==> config.mk <==
export PLATFORM = sky130hd
export DESIGN_NAME = fetch_queue
export DESIGN_NICKNAME = d
export VERILOG_FILES = /design/src/rtl/fetch_pkg.sv /design/src/rtl/fetch_queue.sv
export SDC_FILE = /design/constraint.sdc
export NUM_CORES = 1
export LEC_CHECK = 0
export CAP_MARGIN = 40
export CORE_MARGIN = 2
export CORE_UTILIZATION = 50
export CTS_BUF_LIST = sky130_fd_sc_hd__clkbuf_8
export DETAILED_ROUTE_END_ITERATION = 6
export GPL_TIMING_DRIVEN = 0
export PLACE_DENSITY_LB_ADDON = 0.12
export SLEW_MARGIN = 20
export SYNTH_ARGS = -nofsm -noshare
export SYNTH_HDL_FRONTEND = slang
export SYNTH_SLANG_ARGS = --single-unit
==> constraint.sdc <==
create_clock -name clk -period 3.5 [get_ports clk]
set_input_delay 0.35 -clock clk [delete_from_list [all_inputs] [get_ports clk]]
set_output_delay 0.35 -clock clk [all_outputs]
set_load 0.005 [all_outputs]
==> src/rtl/fetch_pkg.sv <==
// fetch_pkg: shared types and constants for the instruction fetch queue.
//   NOP_INSTR     - value shown on pop_instr while the queue is empty
//   fetch_entry_t - one buffered {pc, instr} pair (queue element type)
package fetch_pkg;

  localparam logic [31:0] NOP_INSTR = 32'h0000_0013;

  typedef struct packed {
    logic [31:0] pc;
    logic [31:0] instr;
  } fetch_entry_t;

endpackage

==> src/rtl/fetch_queue.sv <==
// fetch_queue: decoupling FIFO between instruction fetch and the IF/ID boundary.
// Ports:
//   clk, rst_n                       clock, synchronous active-low reset
//   push_valid/push_pc/push_instr    fetched {pc, instr} pair from fetch
//   push_ready                       accept; drives the PC register's pc_enable
//   pop_valid/pop_pc/pop_instr       head entry toward decode (0 / NOP when empty)
//   pop_ready                        decode consumes the head this cycle
//   flush                            redirect: drop every buffered entry
//   count                            occupancy, 0..DEPTH
// DEPTH must be a power of two >= 2 so the pointers wrap by overflow.
// XLEN must match the 32-bit fields of fetch_entry_t.
module fetch_queue
  import fetch_pkg::*;
#(
  parameter int DEPTH = 4,
  parameter int XLEN  = 32
) (
  input  logic                     clk,
  input  logic                     rst_n,
  input  logic                     push_valid,
  input  logic [XLEN-1:0]          push_pc,
  input  logic [XLEN-1:0]          push_instr,
  output logic                     push_ready,
  output logic                     pop_valid,
  input  logic                     pop_ready,
  output logic [XLEN-1:0]          pop_pc,
  output logic [XLEN-1:0]          pop_instr,
  input  logic                     flush,
  output logic [$clog2(DEPTH):0]   count
);

  localparam int AW = $clog2(DEPTH);
  localparam int CW = AW + 1;

  logic [AW-1:0] wr_ptr_q, wr_ptr_d;
  logic [AW-1:0] rd_ptr_q, rd_ptr_d;
  logic [CW-1:0] count_q, count_d;
  fetch_entry_t  mem_q [DEPTH];

  logic push_fire, pop_fire;

  // push_ready looks only at state and rst_n: a full queue refuses a push
  // even if decode pops in the same cycle (no pop_ready -> pc_enable path).
  assign push_ready = (count_q != CW'(DEPTH)) && rst_n;
  assign pop_valid  = (count_q != '0);
  assign count      = count_q;

  assign push_fire  = push_valid && push_ready;
  assign pop_fire   = pop_valid && pop_ready;

  // Head is read straight from the array; no bypass from the push side.
  assign pop_pc    = pop_valid ? mem_q[rd_ptr_q].pc    : '0;
  assign pop_instr = pop_valid ? mem_q[rd_ptr_q].instr : NOP_INSTR;

  always_comb begin
    wr_ptr_d = wr_ptr_q;
    rd_ptr_d = rd_ptr_q;
    count_d  = count_q;
    if (flush) begin
      wr_ptr_d = '0;
      rd_ptr_d = '0;
      count_d  = '0;
    end else begin
      if (push_fire) wr_ptr_d = wr_ptr_q + AW'(1);
      if (pop_fire)  rd_ptr_d = rd_ptr_q + AW'(1);
      case ({push_fire, pop_fire})
        2'b10:   count_d = count_q + CW'(1);
        2'b01:   count_d = count_q - CW'(1);
        default: count_d = count_q;
      endcase
    end
  end

  always_ff @(posedge clk) begin
    if (!rst_n) begin
      wr_ptr_q <= '0;
      rd_ptr_q <= '0;
      count_q  <= '0;
    end else begin
      wr_ptr_q <= wr_ptr_d;
      rd_ptr_q <= rd_ptr_d;
      count_q  <= count_d;
    end
  end

  // Storage is not reset; a flush suppresses the write so nothing lands.
  always_ff @(posedge clk) begin
    if (push_fire && !flush) begin
      mem_q[wr_ptr_q] <= '{pc: push_pc, instr: push_instr};
    end
  end

endmodule

# Word level (Yosys, flattened, before mapping)
# Memory sizes are Yosys's and may differ from the RTL's. A register that Yosys moved wholly into a read port is not among the register bits.
# Index checks and enable logic that the tools add are counted.
classes:
  add_sub_neg: 4
  multipliers: 0
  n_div: 0
  n_lt_le_gt_ge: 0
  n_eq_ne: 3
  n_shift: 0
  mux: 7
  bitwise: 1
  n_reduce_logical: 8
ops:
  columns: ["op", "count"]
  rows:
  - ["$mux 32", 2]
  - ["$pmux 3 s2", 1]
  - ["$add 2x1->2 const B", 2]
  - ["$logic_and 1x1->1", 4]
  - ["$mux 2", 2]
  - ["$add 3x1->3 const B", 1]
  - ["$ne 3x3->1 const B", 1]
  - ["$reduce_bool 3->1", 1]
  - ["$sub 3x1->3 const B", 1]
  - ["$eq 2x1->1 const B", 1]
  - ["$eq 2x2->1 const B", 1]
  - ["$mux 1", 2]
  - ["$reduce_bool 2->1", 1]
  - ["$reduce_or 2->1", 1]
  - ["$logic_not 1->1", 1]
  - ["$not 1->1", 1]
totals:
  regBits: 7
  latch_bits: 0
  ram_bits: 256
  rom_bits: 0
  inputBits: 69
  out_inout_bits: 69
  word_cells: 27
  n_memories: 1
mem_list:
  columns: ["name", "depth", "width", "rd", "rd_clocked_by_memory_dff", "write_ports", "line_no", "source"]
  rows:
  - ["mem_q", 4, 64, 1, 1, 1, "fetch_queue.sv:38", "fetch_entry_t mem_q [DEPTH];"]

# Depth between registers and ports, before layout
# Gate-level depths: netlist of the first run.
depth:
  word_depth: 6
  depth_mapped: 9
  ltp_nobuf: 9

# Worst setup path before layout of the first run
# OpenSTA, ideal clock, no wires.
synth_timing:
  kind: "reg-to-reg"
  startpoint: "reg count_q[0], in the netlist count[0]"
  endpoint: "mem mem_q[0][0] (netlist name) (enable)"
  setup_ps: 429
  t_arrival_ps: 2332
  required_ps: 3071
  setup_slack_ps: 740
  path_stages_with_launch: 4
  path_buffers: 0
  cell_sequence: "dfxtp_1 nor3b_1 nor3_1 and2_1"
synth_between:
  elab_chain_cells: 6
synth_lines:
  columns: ["item", "line_no", "source"]
  rows:
  - ["from (decl)", "fetch_queue.sv:37", "logic [CW-1:0] count_q, count_d;"]
  - ["from (signal assigned)", "fetch_queue.sv:82", "count_q <= count_d;"]
  - ["$ne 3x3->1", "fetch_queue.sv:44", "assign push_ready = (count_q != CW'(DEPTH)) && rst_n;"]
  - ["$logic_and 1x1->1", "fetch_queue.sv:44", null]
  - ["$logic_and 1x1->1", "fetch_queue.sv:48", "assign push_fire = push_valid && push_ready;"]
  - ["$logic_and 1x1->1", "fetch_queue.sv:88", "if (push_fire && !flush) begin"]
  - ["$mux 1", "fetch_queue.sv:88", null]
  - ["$mux 1 (implied by the code)", "fetch_queue.sv:89", "mem_q[wr_ptr_q] <= '{pc: push_pc, instr: push_instr};"]
  - ["to (decl)", "fetch_queue.sv:38", null]
# Every way passes these cells.

# Worst setup path after layout of the first run
layout_timing:
  startpoint: "reg count_q[0], in the netlist count[0]"
  endpoint: "out pop_pc[25]"
layout_between:
  elab_chain_cells: 2
layout_lines:
  columns: ["item", "line_no", "source"]
  rows:
  - ["$reduce_bool 3->1", "fetch_queue.sv:45", "assign pop_valid = (count_q != '0);"]
  - ["$mux 32", "fetch_queue.sv:52", "assign pop_pc = pop_valid ? mem_q[rd_ptr_q].pc : '0;"]
  - ["to (decl)", "fetch_queue.sv:26", "output logic [XLEN-1:0] pop_pc,"]
# Every way passes these cells.

==> out/results.tsv, run 1 <==
metric	value	unit
status	complete, no violations	
critical_path.max_fanout	10	
cts_sinks	265	
p_int	4.92	mW
hold_end	mem_q[1][55]	
die_w	147	µm
slew_viol_final	0	
rsz0062_at_grt	no	
avgSynthCellArea	22.2	µm²
netlist_area	0.0102	mm²
clock_skew	0.0144	ns
rrSetupSlack	0.98	ns
post-route-util	63.3	%
ir_drop	0.439	mV
die_area	0.0216	mm²
max_cap_violations	0	
worstMarginPinSlew	0.598	ns
ys_seq_elements	265	
power_frac_clock	37.7	%
final_common_cell	edfxtp_1	
reg2regPathDepth	8	
rows	52	
hold_buffers	0	
grt_pass1_vias	5376	
cts_setup_buffers	0	
chipHeight	147	µm
layout_common_cells	edfxtp_1 (256), clkdlybuf4s50_1 (137), and2_1 (62), mux4_2 (60), clkbuf_8 (45)	
start_kind	register	
power_leakage	4.08	nW
placed_cells	872	
grtUsageMet1	22.7	%
drt_iter0_markers	194	
totalWireLength	18800	µm
port_buffers	137	
layout.cells.non_filler	939	
overflow	0	
fill_cells	1420	
clk_pin_slew	0.06	ns
critPathArrivalTime	2.46	ns
final_antenna_net_count	0	
ys_warn_count	0	
antenna_found_initial	1	
vias	4966	
hold_viol	0	
synthToLayoutAreaGrowth	24.8	%
cts_max_level	2	
clockBufferDepth	3	
cts_resized	0	
p_comb_share	4.8	%
hpwl	11200	µm
reg2reg_from	count[2]	
drc_errors	0	
io_pins	138	
grt_usage	17.8	%
ys_seq_area_share	76.9	%
cts_buffers	42	
nets	721	
r2r-end	count[2]	
crit_family	buffers and inverters	
place_congestion	0.703	
grt_max_degree	37	
crit_buf_inv	3	
path_class	reg2out	
grt_use_met3	5.06	%
finalCritPeriodShare	80.3	%
holdCritPathClass	in2reg	
finalSetupViolations	0	
vias_per_cell	5.29	
relSlewSlack	60.1	%
worstPathCellList	nor3_2 -> inv_2 -> clkbuf_1 -> and2_1 -> clkdlybuf4s50_1	
cellPowerDensity	479	mW/mm²
drtPass1Iterations	4	
top_usage_layer	met2	
core-area	0.0202	mm²
gr-usage-met2	29.8	%
fmax	0.356	GHz
grt_pass1_wl	29000	µm
cp-end-kind	primary output	
cts_tree	yes	
max_stage_delay	0.51	ns
cp_slowest_cell	clkdlybuf4s50_1	
clock_latency	0.52	ns
fin_ws	0.690	ns
setup_tns	0	ns
total_power	6.12	mW
min_period	2.81	ns
ys_types	29	
switchingPower	1.20	mW
worst-endpoint-required	3.15	ns
sw_frac_of_total	19.6	%
synth_cells	461	
hp-start	push_pc[23]	
syn_nets	536	
drive_gt1_share	19.6	%
pre_cts_slack	0.924	ns
wire_per_inst	20.0	µm
hold_depth	1	
root_buffer	clkbuf_8	
start_util	50.7	%
power_frac_seq	57.5	%
[worst max-delay path by stage]
stage | end | from | slack (ns) | cells past startpoint
2_1_floorplan | mem_q[0][0] | count[0] | 0.74 | 3
3_3_place_gp | mem_q[0][23] | rst_n | -0.96 | 4
3_5_place_dp | mem_q[1][23] | rst_n | 0.92 | 5
4_1_cts | pop_pc[28] | count[0] | 0.60 | 5
5_1_grt | pop_pc[21] | count[0] | 0.47 | 5
6_report | pop_pc[25] | count[0] | 0.69 | 5
[power by group through the flow]
stage | Sequential [mW] | Clock (mW) | Combinational [mW]
floorplan | 3.58 | 0 | 0.0993
global route | 3.52 | 2.52 | 0.318
detailed placement | 3.58 | 0 | 0.297
global placement | 3.58 | 0 | 0.283
finish | 3.52 | 2.31 | 0.293
CTS | 3.52 | 2.38 | 0.298
[through the flow]
step,hold slack (ns),instance area (µm²)
after floorplan,0.449,10200
after global placement,0.473,11900
after detailed placement,0.482,12000
after CTS,0.422,12800
after global routing,0.440,12800
final,0.453,12800
[layer usage]
layer	vias up	wire length [µm]	share of wire, %
met3	26	1330	7.0
li1	2239	-	-
met5	-	0	0
met1	2550	7710	41
met2	151	9490	50
met4	0	289	1.5
[cells in the mapped netlist (all sizes together)]
cell type / n / share of area (%)
buf: 13 / 1.6
nand2b: 1 / 0.061
and2: 66 / 4.0
clkbuf: 7 / 0.27
dfxtp: 9 / 1.8
nand2: 4 / 0.15
nor3: 2 / 0.15
a21oi: 4 / 0.20
nor2b: 2 / 0.12
edfxtp: 256 / 75
mux4: 64 / 14
nand4b: 1 / 0.086
o211ai: 1 / 0.073
nor3b: 1 / 0.073
ha: 5 / 0.61
fa: 1 / 0.20
nor2: 3 / 0.11
xor2: 2 / 0.17
inv: 6 / 0.22
or3: 3 / 0.18
or2: 4 / 0.24
o21ai: 6 / 0.29
[area by class of cell]
class	instances	area, µm²	area share, %
tap	270	338	2.65
clock buffer	45	619	4.85
buffer	20	189	1.48
sequential	265	7870	61.6
clock inverter	21	105	0.823
multi-input combinational	170	2160	16.9
inverter	6	22.5	0.176
timing repair buffer	141	1470	11.5
antenna	1	2.50	0.0196
[registers in the layout, indices dropped and copies added (netlist names), named ones only]
register	flops
wr_ptr_q	2
count	3
mem_q	256
rd_ptr_q	2
[cells by family (layout without fill, tap and decap cells)]
| kind of cell | after synthesis | after routing | synth area share (%) |
|---|---|---|---|
| mux | 64 | 64 | 14.2 |
| simple gates | 87 | 87 | 5.21 |
| fa+ha+maj | 6 | 6 | 0.808 |
| compound gates | 11 | 11 | 0.563 |
| buf+inv | 26 | 233 | 2.07 |
| other cells | 0 | 1 | 0 |
| flops | 265 | 265 | 76.9 |
| xor+xnor | 2 | 2 | 0.171 |
(Power assumes the default switching activity.)
==> run 2, diff against run 1 <==
==> constraint.sdc (replaced) <==
create_clock -name clk -period 2.5 [get_ports clk]
set_input_delay 0.25 -clock clk [delete_from_list [all_inputs] [get_ports clk]]
set_output_delay 0.25 -clock clk [all_outputs]
set_load 0.005 [all_outputs]
==> out/results.tsv, run 2 (synthesis gave the netlist of run 1 again) <==
metric	value	unit	change
status	complete, no violations		
hold_end	mem_q[2][39]		
worstMarginPinSlew	0.534	ns	-0.0638 ns
drive_gt1_share	21.5	%	+1.9 points
hp-start	push_pc[7]		
rrSetupSlack	0.13	ns	-0.85 ns
min_period	2.40	ns	
worst-endpoint-required	2.25	ns	-0.90 ns
holdCritPathClass	in2reg		
synthToLayoutAreaGrowth	25.1	%	
overflow	0		unchanged
chipHeight	147	µm	unchanged
sw_frac_of_total	19.8	%	+0.17 points
post-route-cell-area	0.0128	mm²	+0.24%
max_cap_violations	0		unchanged
dpl_cell_area	0.0120	mm²	about the same
fmax	0.417	GHz	
cts_sinks	265		unchanged
start_kind	register		
critPathArrivalTime	2.15	ns	-0.31 ns
core-area	0.0202	mm²	unchanged
port_buffers	137		unchanged
grt_max_degree	38		+2.7%
die_area	0.0216	mm²	unchanged
diodes	0		-1
die_w	147	µm	unchanged
drc_errors	0		unchanged
drtPass1Iterations	4		unchanged
hold_viol	0		unchanged
largest_reg_flops	256		unchanged
cts_buffers	43		+2.4%
totalWireLength	19100	µm	+1.5%
grt_pass1_wl	29500	µm	+1.7%
grt_usage	18.1	%	+0.35 points
r2r-end	count[2]		
vias_per_cell	5.26		-0.63%
clockBufferDepth	3		unchanged
power_leakage	4.43	nW	+8.6%
reg2reg_from	count[0]		
setup_tns	0	ns	unchanged
place_congestion	0.724		+3.0%
cellPowerDensity	676	mW/mm²	+41%
root_buffer	clkbuf_8		
nets	724		+0.42%
p_int	6.94	mW	+41%
p_comb_share	4.5	%	-0.3 points
fin_ws	0.101	ns	-0.589 ns
relSlewSlack	64.4	%	+4.3 points
rows	52		unchanged
power_frac_seq	56.9	%	-0.6 points
reg2regPathDepth	9		+1
power_frac_clock	38.5	%	+0.8 points
hpwl	11500	µm	+2.6%
final_antenna_net_count	0		unchanged
drt_iter0_markers	268		+38%
vias	4982		+0.32%
critical_path.max_fanout	10		unchanged
io_pins	138		unchanged
hold_depth	1		unchanged
switchingPower	1.71	mW	+42%
path_class	reg2out		
final_common_cell	edfxtp_1		
clk_pin_slew	0.05	ns	about the same
ir_drop	0.452	mV	+3.0%
fill_cells	1476		+3.9%
clock_skew	0.00719	ns	-0.00723 ns
start_util	50.7	%	unchanged
largest_register	mem_q		
cts_tree	yes		
cp-end-kind	primary output		
grt_pass1_vias	5502		+2.3%
slew_viol_final	0		unchanged
finalSetupViolations	0		unchanged
antenna_found_initial	0		-1
clock_latency	0.52	ns	about the same
finalCritPeriodShare	96.0	%	
wire_per_inst	20.2	µm	+0.55%
cts_max_level	2		unchanged
layout_common_cells	edfxtp_1 (256), clkdlybuf4s50_1 (73), dlygate4sd2_1 (64), and2_1 (61), mux4_2 (60)		
pre_cts_slack	-0.0219	ns	-0.946 ns
[run 2: cell types whose count changed in the layout (fill, tap and decap cells not counted), moves of 2 or more]
| cell | delta |
|---|---|
| clkbuf_2 | +4 |
| buf_12 | +2 |
| inv_1 | +4 |
| clkdlybuf4s50_1 | -64 |
| dlygate4sd2_1 | +64 |
| buf_2 | -6 |
| clkbuf_1 | -6 |
| clkbuf_8 | +5 |
| clkbuf_4 | +2 |
| buf_4 | +8 |
[run 2: cell type report]
type / instances / area (µm²) / area share (%)
Inverter: 6 / 22.5 / 0.176
Clock buffer: 50 / 688 / 5.38
Tap cell: 270 / 338 / 2.64
Timing Repair Buffer: 143 / 1390 / 10.9
Clock inverter: 24 / 90.1 / 0.704
Sequential cell: 265 / 7870 / 61.5
Buffer: 20 / 225 / 1.76
Multi-Input combinational cell: 170 / 2170 / 17.0
[run 2: worst max-delay path by stage]
stage / endpoint / slack [ns] / depth (start not counted)
after floorplan: count[2] / 0.32 / 8
after global placement: mem_q[3][24] / -0.59 / 4
after detailed placement: mem_q[2][19] / -0.02 / 5
after CTS: pop_valid / 0.04 / 4
after global routing: pop_valid / -0.003 / 4
final: pop_instr[27] / 0.10 / 5
[run 2: worst max-delay path: stages, from the launching register on]
cell and delay (ns):
dfxtp_2 0.34, buf_12 0.16, buf_12 0.16, mux4_2 0.49, and2_1 0.20, dlygate4sd2_1 0.27
[run 2: layer usage]
metal	share of wire, %	vias up	track usage, %
li1	-	2249	-
met1	41	2573	22.7
met2	52	133	31.3
met3	6.0	27	5.06
met4	1.5	0	5.24
met5	0	-	0
[run 2: power groups by stage]
stage	logic, mW	registers [mW]	clock network (mW)
after floorplan	0.139	5.01	0
after global placement	0.399	5.01	0
after detailed placement	0.419	5.02	0
after CTS	0.397	4.92	3.43
after global routing	0.428	4.92	3.63
final	0.393	4.92	3.33
[run 2: stage by stage]
step	std cells	hold slack, ns	util (%)	power, mW
floorplan	461	0.349	-	5.15
global placement	868	0.473	59.2	5.41
detailed placement	872	0.493	59.7	5.43
CTS	946	0.324	63.4	8.75
global route	948	0.335	63.4	8.99
finish	948	0.358	63.4	8.65
[run 2: repair_timing]
action                     CTS  global route
setup endpoints to repair   66            11
gates resized for setup     84             0
buffers inserted             0             2
pin swaps                    0             1
hold buffers                 0             0
==> run 3, diff against run 2 <==
--- a/config.mk
+++ b/config.mk
@@ -10,6 +10,7 @@
 export CORE_UTILIZATION = 50
 export CTS_BUF_LIST = sky130_fd_sc_hd__clkbuf_8
 export DETAILED_ROUTE_END_ITERATION = 6
+export GPL_ROUTABILITY_DRIVEN = 0
 export GPL_TIMING_DRIVEN = 0
 export PLACE_DENSITY_LB_ADDON = 0.12
 export SLEW_MARGIN = 20
==> constraint.sdc (replaced) <==
create_clock -name clk -period 2.5 [get_ports clk]
set_input_delay 0.25 -clock clk [delete_from_list [all_inputs] [get_ports clk]]
set_output_delay 0.25 -clock clk [all_outputs]
set_load 0.05 [all_outputs]
==> out/results.tsv, run 3 (synthesis gave the netlist of run 1 again) <==
metric	value	unit	change
cts_buffers	44		+2.3%
synthToLayoutAreaGrowth	23.0	%	
finalCritPeriodShare	96.0	%	about the same
rsz0062_at_grt	no		
grt_usage	18.2	%	+0.078 points
max_stage_delay	0.54	ns	+0.05 ns
cp_slowest_cell	mux4_1		
cp-end-kind	primary output		
grt_pass1_wl	29800	µm	+1.2%
cellPowerDensity	710	mW/mm²	+5.1%
nets	723		-0.14%
clockBufferDepth	3		unchanged
fmax	0.417	GHz	about the same
worst-endpoint-required	2.25	ns	about the same
final_common_cell	edfxtp_1		
start_kind	register		
largest_reg_flops	256		unchanged
cts_max_level	2		unchanged
worstPathCellList	buf_12 -> mux4_1 -> and2_1 -> clkdlybuf4s15_2		
die_area	0.0216	mm²	unchanged
rows	52		unchanged
layout.cells.non_filler	950		+0.21%
finalSetupViolations	0		unchanged
drtPass1Iterations	4		unchanged
placed_cells	872		unchanged
slew_viol_final	0		unchanged
wire_per_inst	19.9	µm	-1.5%
hold_viol	0		unchanged
critPathArrivalTime	2.15	ns	about the same
crit_family	multiplexers		
largest_register	mem_q		
worstMarginPinSlew	0.597	ns	+0.0628 ns
clock_skew	0.0169	ns	+0.00967 ns
post-route-util	62.4	%	-1.1 points
cts_tree	yes		
hpwl	11500	µm	-0.54%
vias	5010		+0.56%
clock_latency	0.53	ns	about the same
cts_sinks	265		unchanged
die_w	147	µm	unchanged
drive_gt1_share	30.9	%	+9.3 points
start_util	50.7	%	unchanged
final_antenna_net_count	0		unchanged
fill_cells	1494		+1.2%
chipHeight	147	µm	unchanged
drt_iter0_markers	250		-6.7%
crit_buf_inv	2		-1
overflow	0		unchanged
vias_per_cell	5.27		+0.35%
cts_setup_buffers	0		unchanged
relSlewSlack	60.2	%	-4.2 points
port_buffers	137		unchanged
antenna_found_initial	0		unchanged
path_class	reg2out		
core-area	0.0202	mm²	unchanged
io_pins	138		unchanged
clk_pin_slew	0.06	ns	about the same
status	complete, no violations		
power_leakage	4.28	nW	-3.3%
max_cap_violations	0		unchanged
diodes	0		unchanged
totalWireLength	18900	µm	-1.3%
holdCritPathClass	in2reg		
grt_pass1_vias	5445		-1.0%
layout_common_cells	edfxtp_1 (256), clkdlybuf4s50_1 (72), buf_2 (63), and2_1 (62), mux4_2 (60)		
drc_errors	0		unchanged
root_buffer	clkbuf_8		
ir_drop	0.572	mV	+27%
min_period	2.40	ns	+0.0000170 ns
critical_path.max_fanout	10		unchanged
grt_max_degree	45		+18%
-- run 3: cell count changes in the layout (fill, tap and decap cells not counted), moves of 2 or more --
cell / change
buf_2: +63
dlygate4sd2_1: -64
buf_4: -2
clkinv_2: +3
clkbuf_2: +3
bufinv_16: +2
clkbuf_8: -3
clkinv_1: +3
clkbuf_4: -2
-- run 3: where the power goes --
group | switching [mW] | internal [mW] | leakage, nW
Combinational | 0.309 | 0.209 | 1.42
Sequential | 0.0111 | 4.91 | 2.39
Clock | 1.56 | 1.93 | 0.479
Total | 1.88 | 7.05 | 4.28
-- run 3: metal layers --
layer | routed length [µm] | GRT usage, % | vias to the layer above | part of all wire (%)
met3 | 1170 | 4.32 | 27 | 6.2
met2 | 9660 | 31.1 | 148 | 51
met5 | 0 | 0 | - | 0
li1 | - | - | 2250 | -
met1 | 7770 | 23.3 | 2585 | 41
met4 | 260 | 5.96 | 0 | 1.4
-- run 3: path summary, 6_finish.rpt --
path | start | to | slack [ns] | depth (start not counted)
setup / recovery | register | pop_pc[31] | 0.10 | 4
hold / removal | push_instr[23] | mem_q[1][23] | 0.36 | 1
setup reg to reg | count[0] | count[2] | 0.20 | 9
hold reg to reg | rd_ptr_q[0] | register | 0.51 | 2
-- run 3: layout make-up --
type	count	area, µm²	share of cell area [%]
repair buffers	141	1140	9.06
well taps	270	338	2.69
inverters	6	22.5	0.179
flip-flops and latches	265	7870	62.6
clock buffers	47	647	5.14
clock inverters	31	173	1.37
multi-input cells	170	2170	17.2
plain buffers	20	220	1.75
-- run 3: timing repair --
item | in CTS | in global routing
hold buffers | 0 | 0
resized for setup | 326 | 11
endpoints found under the setup margin | 66 | 8
gates cloned | 0 | 0
-- run 3: per-stage QoR --
step	setup TNS (ns)	cell area, µm²	total power, mW	setup slack (ns)	hold slack [ns]
2_1_floorplan	0	10200	5.30	0.0480	0.349
3_3_place_gp	-153.91	11900	5.56	-0.609	0.471
3_5_place_dp	-2.28	12000	5.57	-0.0444	0.496
4_1_cts	-0.0460	12600	9.04	-0.0460	0.320
5_1_grt	0	12600	9.28	0.0125	0.344
6_report	0	12600	8.93	0.101	0.358
